===== config.mk =====
export PLATFORM = sky130hd
export DESIGN_NAME = traffic_junction_ctrl
export DESIGN_NICKNAME = d
export VERILOG_FILES = /design/src/rtl/traffic_pkg.sv /design/src/rtl/traffic_rr_select.sv /design/src/rtl/traffic_junction_ctrl.sv
export SDC_FILE = /design/constraint.sdc
export NUM_CORES = 1
export LEC_CHECK = 0
export BUFFER_PORTS_ARGS = -buffer_cell sky130_fd_sc_hd__buf_2
export CAP_MARGIN = 15
export CORE_MARGIN = 1.5
export CORE_UTILIZATION = 40
export DETAILED_ROUTE_END_ITERATION = 6
export PLACE_DENSITY = 0.65
export SLEW_MARGIN = 20
export SYNTH_ARGS = -nofsm -noshare
export SYNTH_HDL_FRONTEND = slang
export SYNTH_SLANG_ARGS = --single-unit

===== constraint.sdc =====
create_clock -name clk -period 2.7 [get_ports clk]
set_input_delay 0.405 -clock clk [delete_from_list [all_inputs] [get_ports clk]]
set_output_delay 0.405 -clock clk [all_outputs]
set_load 0.02 [all_outputs]

===== src/rtl/traffic_pkg.sv =====
// Shared types and sizing helpers for the junction controller.
package traffic_pkg;

  typedef enum logic [1:0] {
    ST_ALL_RED = 2'd0,
    ST_GREEN   = 2'd1,
    ST_YELLOW  = 2'd2
  } state_e;

  function automatic int max3(input int a, input int b, input int c);
    int m;
    m = (a > b) ? a : b;
    return (m > c) ? m : c;
  endfunction

  // Wide enough to hold 0..max_dur; the timer only ever reaches max_dur-1.
  function automatic int timer_width(input int max_dur);
    return $clog2(max_dur + 1);
  endfunction

endpackage


===== src/rtl/traffic_rr_select.sv =====
// Round-robin search for the next approach to serve after cur_dir_i.
module traffic_rr_select #(
  parameter int NUM_DIR = 4,
  parameter int DW      = $clog2(NUM_DIR)
) (
  input  logic [DW-1:0]      cur_dir_i,
  input  logic [NUM_DIR-1:0] pend_i,
  input  logic               skip_idle_i,
  output logic [DW-1:0]      next_o,
  output logic               valid_o
);

  function automatic logic [DW-1:0] wrap_add(input logic [DW-1:0] base, input int k);
    int s;
    s = int'(base) + k;
    if (s >= NUM_DIR) s = s - NUM_DIR;
    return DW'(s);
  endfunction

  logic [DW-1:0] idx;

  // Scan from the farthest offset down so the nearest pending approach wins.
  always_comb begin
    next_o  = cur_dir_i;
    valid_o = 1'b0;
    idx     = '0;
    if (!skip_idle_i) begin
      next_o  = wrap_add(cur_dir_i, 1);
      valid_o = 1'b1;
    end else begin
      for (int k = NUM_DIR - 1; k >= 1; k--) begin
        idx = wrap_add(cur_dir_i, k);
        if (pend_i[idx]) begin
          next_o  = idx;
          valid_o = 1'b1;
        end
      end
    end
  end

endmodule


===== src/rtl/traffic_junction_ctrl.sv =====
// N-approach junction controller: rotates green with demand latching,
// pedestrian early termination, idle-approach skipping and walk lamps.
module traffic_junction_ctrl
  import traffic_pkg::*;
#(
  parameter int NUM_DIR       = 4,
  parameter int GREEN_SEC     = 10,
  parameter int MIN_GREEN_SEC = 4,
  parameter int YELLOW_SEC    = 2,
  parameter int ALLRED_SEC    = 1,
  parameter int START_DIR     = 0,
  parameter bit SKIP_IDLE     = 1'b1,
  localparam int DW           = $clog2(NUM_DIR)
) (
  input  logic               clk,
  input  logic               rst,
  input  logic               pulse_1s,
  input  logic [NUM_DIR-1:0] veh_req,
  input  logic [NUM_DIR-1:0] ped_req,
  output logic [NUM_DIR-1:0] red_light,
  output logic [NUM_DIR-1:0] yellow_light,
  output logic [NUM_DIR-1:0] green_light,
  output logic [NUM_DIR-1:0] walk,
  output logic [DW-1:0]      cur_dir,
  output logic [1:0]         state
);

  localparam int TW = timer_width(max3(GREEN_SEC, YELLOW_SEC, ALLRED_SEC));
  localparam logic [TW-1:0] GREEN_LAST  = TW'(GREEN_SEC - 1);
  localparam logic [TW-1:0] MIN_LAST    = TW'(MIN_GREEN_SEC - 1);
  localparam logic [TW-1:0] YELLOW_LAST = TW'(YELLOW_SEC - 1);
  localparam logic [TW-1:0] ALLRED_LAST = TW'(ALLRED_SEC - 1);
  localparam logic [DW-1:0] START_IDX   = DW'(START_DIR);

  state_e             state_q;
  logic [TW-1:0]      timer_q;
  logic [DW-1:0]      cur_dir_q, nxt_dir_q;
  logic [NUM_DIR-1:0] veh_pend_q, ped_pend_q;
  logic [NUM_DIR-1:0] veh_pend_d, ped_pend_d;
  logic               walk_en_q;

  logic [NUM_DIR-1:0] cur_oh, serving, pend_mask;
  logic               ped_other, green_done;
  logic [DW-1:0]      rr_next;
  logic               rr_valid;

  // The approach holding green ignores its own requests; everyone else latches.
  always_comb begin
    cur_oh            = '0;
    cur_oh[cur_dir_q] = 1'b1;
    serving           = (state_q == ST_GREEN) ? cur_oh : '0;
    veh_pend_d        = veh_pend_q | (veh_req & ~serving);
    ped_pend_d        = ped_pend_q | (ped_req & ~serving);
    pend_mask         = veh_pend_q | ped_pend_q;
    ped_other         = |(ped_pend_q & ~cur_oh);
    green_done        = pulse_1s &&
                        ((timer_q == GREEN_LAST) || ((timer_q >= MIN_LAST) && ped_other));
  end

  traffic_rr_select #(
    .NUM_DIR(NUM_DIR),
    .DW     (DW)
  ) u_rr_select (
    .cur_dir_i  (cur_dir_q),
    .pend_i     (pend_mask),
    .skip_idle_i(SKIP_IDLE),
    .next_o     (rr_next),
    .valid_o    (rr_valid)
  );

  always_ff @(posedge clk) begin
    if (rst) begin
      state_q    <= ST_ALL_RED;
      timer_q    <= '0;
      cur_dir_q  <= START_IDX;
      nxt_dir_q  <= START_IDX;
      veh_pend_q <= '0;
      ped_pend_q <= '0;
      walk_en_q  <= 1'b0;
    end else begin
      veh_pend_q <= veh_pend_d;
      ped_pend_q <= ped_pend_d;
      if (pulse_1s) timer_q <= timer_q + 1'b1;
      case (state_q)
        ST_ALL_RED: begin
          if (pulse_1s && timer_q == ALLRED_LAST) begin
            state_q               <= ST_GREEN;
            timer_q               <= '0;
            cur_dir_q             <= nxt_dir_q;
            walk_en_q             <= ped_pend_q[nxt_dir_q] | ped_req[nxt_dir_q];
            veh_pend_q[nxt_dir_q] <= 1'b0;
            ped_pend_q[nxt_dir_q] <= 1'b0;
          end
        end
        ST_GREEN: begin
          // With no one else waiting, green is extended rather than ended.
          if (green_done) begin
            timer_q   <= '0;
            walk_en_q <= 1'b0;
            if (rr_valid) begin
              state_q   <= ST_YELLOW;
              nxt_dir_q <= rr_next;
            end
          end
        end
        ST_YELLOW: begin
          if (pulse_1s && timer_q == YELLOW_LAST) begin
            state_q <= ST_ALL_RED;
            timer_q <= '0;
          end
        end
        default: begin
          state_q <= ST_ALL_RED;
          timer_q <= '0;
        end
      endcase
    end
  end

  always_comb begin
    green_light  = '0;
    yellow_light = '0;
    walk         = '0;
    case (state_q)
      ST_GREEN: begin
        green_light = cur_oh;
        walk        = walk_en_q ? cur_oh : '0;
      end
      ST_YELLOW: yellow_light = cur_oh;
      default: ;
    endcase
    red_light = ~(green_light | yellow_light);
  end

  assign cur_dir = cur_dir_q;
  assign state   = state_q;

endmodule

==> results of run 1 <==
==> worst paths after layout <==
check	startpoint	endpoint	slack, ns	depth (start not counted)
setup reg to reg	cur_dir[0]$_SDFFE_PP0P_	nxt_dir_q[0]$_SDFFE_PP0P_	0.38	7
hold reg to reg	walk_en_q$_SDFFE_PP0P_	walk_en_q$_SDFFE_PP0P_	0.53	2
setup / recovery	cur_dir[0]$_SDFFE_PP0P_	nxt_dir_q[0]$_SDFFE_PP0P_	0.38	7
hold / removal	veh_req[1]	veh_pend_q[1]$_SDFF_PP0_	0.31	3
==> layer usage <==
metal  part of all wire (%)  vias to the layer above  track usage [%]
met4                    1.6                        0             8.12
met3                    6.8                        6             5.02
met5                      0                        -                0
met1                     45                      586             26.2
met2                     47                       57             31.7
li1                       -                      634                -
==> per-stage QoR <==
stage / std cells / power [W] / hold slack, ns
3_3_place_gp: 229 / 0.000449 / 0.511
4_1_cts: 233 / 0.000605 / 0.310
2_1_floorplan: 158 / 0.000414 / 0.462
3_5_place_dp: 229 / 0.000452 / 0.512
6_report: 233 / 0.000599 / 0.310
5_1_grt: 233 / 0.000633 / 0.345
==> cells by family (layout without fill, tap and decap cells) <==
kind of cell | Yosys count | after routing | share of synthesized area, %
flip-flops | 19 | 19 | 29.9
XOR/XNOR | 3 | 3 | 2.07
AND/OR/NAND/NOR | 70 | 70 | 29.1
AO/OA/AOI/OAI | 43 | 43 | 24.7
multiplexers | 2 | 2 | 1.67
adder cells (fa/ha/maj) | 7 | 7 | 6.88
buffers and inverters | 14 | 45 | 5.70
==> sequential cells by signal, summed over array words and instances, names as in the netlist <==
signal	cells
walk_en_q	1
nxt_dir_q	2
cur_dir	2
state	2
ped_pend_q	4
timer_q	4
veh_pend_q	4
==> final cells by class <==
cell class	count	area [um2]
Tap cell	44	55.1
Timing Repair Buffer	30	150
Clock inverter	1	5.00
Clock buffer	3	22.5
Sequential cell	19	380
Fill cell	301	1550
Multi-Input combinational cell	125	820
Inverter	11	41.3
==> power breakdown <==
| group | total, W | switching (W) | internal (W) |
|---|---|---|---|
| combinational | 0.000126 | 0.0000748 | 0.0000514 |
| clock | 0.000152 | 0.0000968 | 0.0000556 |
| sequential | 0.000320 | 0.0000248 | 0.000296 |
| total | 0.000599 | 0.000196 | 0.000403 |
==> placed cells by master, fill, tap and decap left out, types with 4 or more instances in the layout <==
| cell | count |
|---|---|
| buf_2 | 30 |
| nor2_1 | 20 |
| dfxtp_1 | 19 |
| a21oi_1 | 16 |
| nand2_1 | 15 |
| inv_1 | 11 |
| ha_1 | 7 |
| nor3_1 | 6 |
| and3_1 | 5 |
| and2_1 | 4 |
| nand2b_1 | 4 |
| a211oi_1 | 4 |
==> worst max-delay path: stages, from the launching register on <==
cell and delay, ns:
dfxtp_1 0.54, inv_1 0.17, ha_1 0.39, or3b_1 0.38
a221o_2 0.35, a21oi_1 0.16, nor4_2 0.07, a211oi_2 0.18
==> impl_metrics.json, run 1 <==
{
  "status": "complete, no violations",
  "hold_violations": 0,
  "ctsResizeCount": 0,
  "rows": 20,
  "nets": 208,
  "yosysMostFrequentCell": "nor2_1",
  "grt_pass1_wl_um": 5260,
  "core_um2": 3030,
  "yosysWarnings": 0,
  "areaGrowthSynthToFinish_pct": 15.8,
  "postPlaceCellArea_um2": 1450,
  "synth_nets": 176,
  "synth_top_area_share_pct": 29.9,
  "worstPathMaxFanout": 10,
  "io_buffers": 30,
  "max_slew_margin_pct": 71.6,
  "clk_pin_slew_ns": 0.11,
  "period_needed_ns": 2.32,
  "rsz0062_at_grt": "false",
  "ctsHoldBuffers": 0,
  "leakagePower_nw": 0.644,
  "clock_path_buffers": 2,
  "grt_use_total_pct": 20.1,
  "h-tree-depth": 1,
  "crit_type": "reg -> reg",
  "numClockSinks": 19,
  "viasPerCell": 5.51,
  "max_freq_mhz": 431,
  "synth_commonest_cells": "nor2_1, dfxtp_1, a21oi_1",
  "final_area_um2": 1470,
  "async_flop_share_pct": 0,
  "maxSlewViolCount": 0,
  "worstSetupStartpointType": "register",
  "globalplace.congestion": 0.948,
  "tns_ns": 0,
  "yosysUniqueCellTypes": 48,
  "pre_cts_ws_ns": 0.440,
  "cts_root_buf": "clkbuf_4",
  "synthesis.area_um2": 1270,
  "numCtsBuffers": 3,
  "drt_iter0_drc": 68,
  "seq_area_frac_synth_pct": 29.9,
  "dr.pass1.iters": 6,
  "drc": 0,
  "crit_arrival_ns": 2.56,
  "cp.required_ns": 2.95,
  "post_cts.repair.setup_buffers": 0,
  "synth_seq_cells": 19,
  "grt_max_degree": 13,
  "final_util_pct": 48.7,
  "finClkSkew_ns": 0.00586,
  "grt-ovfl-total": 0,
  "postRouteAntennaNets": 0,
  "num_io_pins": 31,
  "drive_gt1_share_pct": 25.4,
  "end_kind": "register",
  "finalSetupViolations": 0,
  "worstMarginPinSlew_ns": 0.422,
  "power_density_nw_per_um2": 406,
  "post-route-period-util_pct": 85.8,
  "antenna_cells": 0,
  "die_y_um": 59.4,
  "place_hpwl_um": 2630,
  "synth_flop_cell": "dfxtp_1",
  "first_global_vias": 1158,
  "cts_tree": "done",
  "hold_path_class": "in -> reg",
  "start_util_pct": 42.0,
  "clk_latency_ns": 0.32,
  "antenna_found_initial": 0,
  "vias": 1283,
  "irDropWorstVdd_v": 0.000229,
  "syn_avg_cell_area_um2": 8.05,
  "max_cap_viol_count": 0,
  "die_area_um2": 3530,
  "routed_wl_um": 3290,
  "yosysTopAreaCell": "dfxtp_1",
  "synth-edff-count": 0,
  "yosys-top-cells-area": "dfxtp_1, ha_1, a21oi_1",
  "wl_per_cell_um": 14.1,
  "die_x_um": 59.4,
  "synthCells": 158,
  "worst_slack_ns": 0.382
}
(Power assumes the default switching activity.)
==> inputs of run 2 (changes only) <==
- CORE_UTILIZATION: 40 -> 35
- PLACE_DENSITY: 0.65 -> 0.58
==> run 2 against run 1 <==
Net effect:
- maximum frequency grew 0.10%
- final cell count grew 0.86%
- register-to-register slack is essentially flat
- clock power is essentially flat
- worst setup slack gained 0.0024 ns
- die area grew 14%
- critical endpoint unchanged
- largest power group unchanged
- non-clock buffer count is the same
- sequential power is essentially flat
- combinational power is essentially flat
==> impl_metrics.json, run 2 (synthesis results as in run 1) <==
{
  "postRouteAntennaNets": 0,
  "power_switching_w": 0.000196,
  "globalplace.congestion": 0.873,
  "post_cts.repair.setup_buffers": 0,
  "numClockSinks": 19,
  "grt_pass1_wl_um": 5730,
  "multi_input_area_um2": 820,
  "worstPathMaxFanout": 10,
  "worstMarginPinSlew_ns": 0.402,
  "vias": 1298,
  "worstHoldPathCells": 3,
  "cts_root_buf": "clkbuf_4",
  "clock_path_buffers": 2,
  "leakagePower_nw": 0.644,
  "core_um2": 3420,
  "tns_ns": 0,
  "routed_wl_um": 3430,
  "grt_max_degree": 13,
  "dr.max_layer_used": "met4",
  "p_int_w": 0.000402,
  "drt_iter0_drc": 73,
  "areaGrowthSynthToFinish_pct": 16.0,
  "clk_latency_ns": 0.31,
  "start_util_pct": 37.3,
  "crit_arrival_ns": 2.55,
  "fin_cells": 235,
  "status": "complete, no violations",
  "die_area_um2": 4010,
  "antenna_found_initial": 0,
  "seqPwrFrac_pct": 53.4,
  "clk_pin_slew_ns": 0.12,
  "routedLengthMet1_um": 1580,
  "drc": 0,
  "ctsHoldBuffers": 0,
  "dp.cells": 231,
  "grt_use_total_pct": 18.2,
  "met3WireLength_um": 278,
  "die_y_um": 63.3,
  "num_io_pins": 31,
  "h-tree-depth": 1,
  "power_density_nw_per_um2": 405,
  "rows": 21,
  "dr.pass1.iters": 4,
  "first_global_vias": 1194,
  "r2r_cells": 7,
  "place_hpwl_um": 2670,
  "nets": 208,
  "numCtsBuffers": 3,
  "crit_type": "reg -> reg",
  "clockPowerShare_pct": 25.0,
  "period_needed_ns": 2.32,
  "final_cell_mix": "buf_2, nor2_1, dfxtp_1, a21oi_1, nand2_1",
  "antenna_cells": 0,
  "maxSlewViolCount": 0,
  "ctsResizeCount": 0,
  "max_slew_margin_pct": 73.0,
  "end_kind": "register",
  "top_regs": "ped_pend_q (4), timer_q (4), veh_pend_q (4)",
  "comb_power_share_pct": 21.5,
  "final_common_cell": "buf_2",
  "finalSetupViolations": 0,
  "die_x_um": 63.3,
  "rsz0062_at_grt": "false",
  "viasPerCell": 5.52,
  "max_freq_mhz": 432,
  "worstSetupStartpointType": "register",
  "ff_latch_area_um2": 380,
  "hold_violations": 0,
  "post-route-period-util_pct": 85.7,
  "wl_per_cell_um": 14.6,
  "hold_path_class": "in -> reg",
  "io_buffers": 30,
  "max_cap_viol_count": 0,
  "fill_cells": 375,
  "irDropWorstVdd_v": 0.000237,
  "drive_gt1_share_pct": 25.4,
  "finClkSkew_ns": 0.00816,
  "cp.required_ns": 2.94,
  "grt-ovfl-total": 0,
  "cts_tree": "done",
  "p_sw_share_pct": 32.8,
  "wl_met2_um": 1510
}
-- run 2: cell counts in the layout (fill, tap and decap cells not counted) --
No cell type changed its count.
-- run 2: layout make-up --
type	count	share of cell area, %
multi-input combinational	125	55.5
clock inverter	1	0.339
inverter	11	2.80
sequential	19	25.8
timing repair buffer	30	10.2
tap	46	3.90
clock buffer	3	1.53
-- run 2: worst max-delay path, stage by stage (launching register included) --
cell	delay [ns]
dfxtp_1	0.53
inv_1	0.16
ha_1	0.39
or3b_1	0.37
a221o_2	0.35
a21oi_1	0.16
nor4_2	0.07
a211oi_2	0.20
-- run 2: worst paths after layout --
| check | end | slack, ns | start |
|---|---|---|---|
| max reg2reg | nxt_dir_q[0]$_SDFFE_PP0P_ | 0.38 | cur_dir[0]$_SDFFE_PP0P_ |
| max | nxt_dir_q[0]$_SDFFE_PP0P_ | 0.38 | cur_dir[0]$_SDFFE_PP0P_ |
| min | veh_pend_q[0]$_SDFF_PP0_ | 0.33 | veh_req[0] |
| min reg2reg | walk_en_q$_SDFFE_PP0P_ | 0.55 | walk_en_q$_SDFFE_PP0P_ |
-- run 2: power by group through the flow --
stage	Clock (W)	Sequential [W]	Combinational (W)
final	0.000150	0.000320	0.000129
after global routing	0.000169	0.000323	0.000145
after CTS	0.000155	0.000319	0.000129
after detailed placement	0	0.000325	0.000128
after global placement	0	0.000325	0.000125
after floorplan	0	0.000320	0.0000940
-- run 2: routing by layer --
metal | up-vias | global-route usage (%)
met4 | 0 | 6.79
met1 | 585 | 23.6
met3 | 8 | 5.00
met5 | - | 0
met2 | 69 | 28.9
li1 | 636 | -
-- run 2: stage by stage --
step                cell area, um2  hold WS (ns)  setup slack (ns)  util, %  power (W)
detailed placement            1450         0.518             0.446     42.4   0.000453
floorplan                     1270         0.462             0.512        -   0.000414
finish                        1480         0.334             0.385     43.2   0.000599
global route                  1480         0.334             0.204     43.2   0.000637
CTS                           1480         0.336             0.407     43.2   0.000603
global placement              1450         0.514             0.538     42.4   0.000451
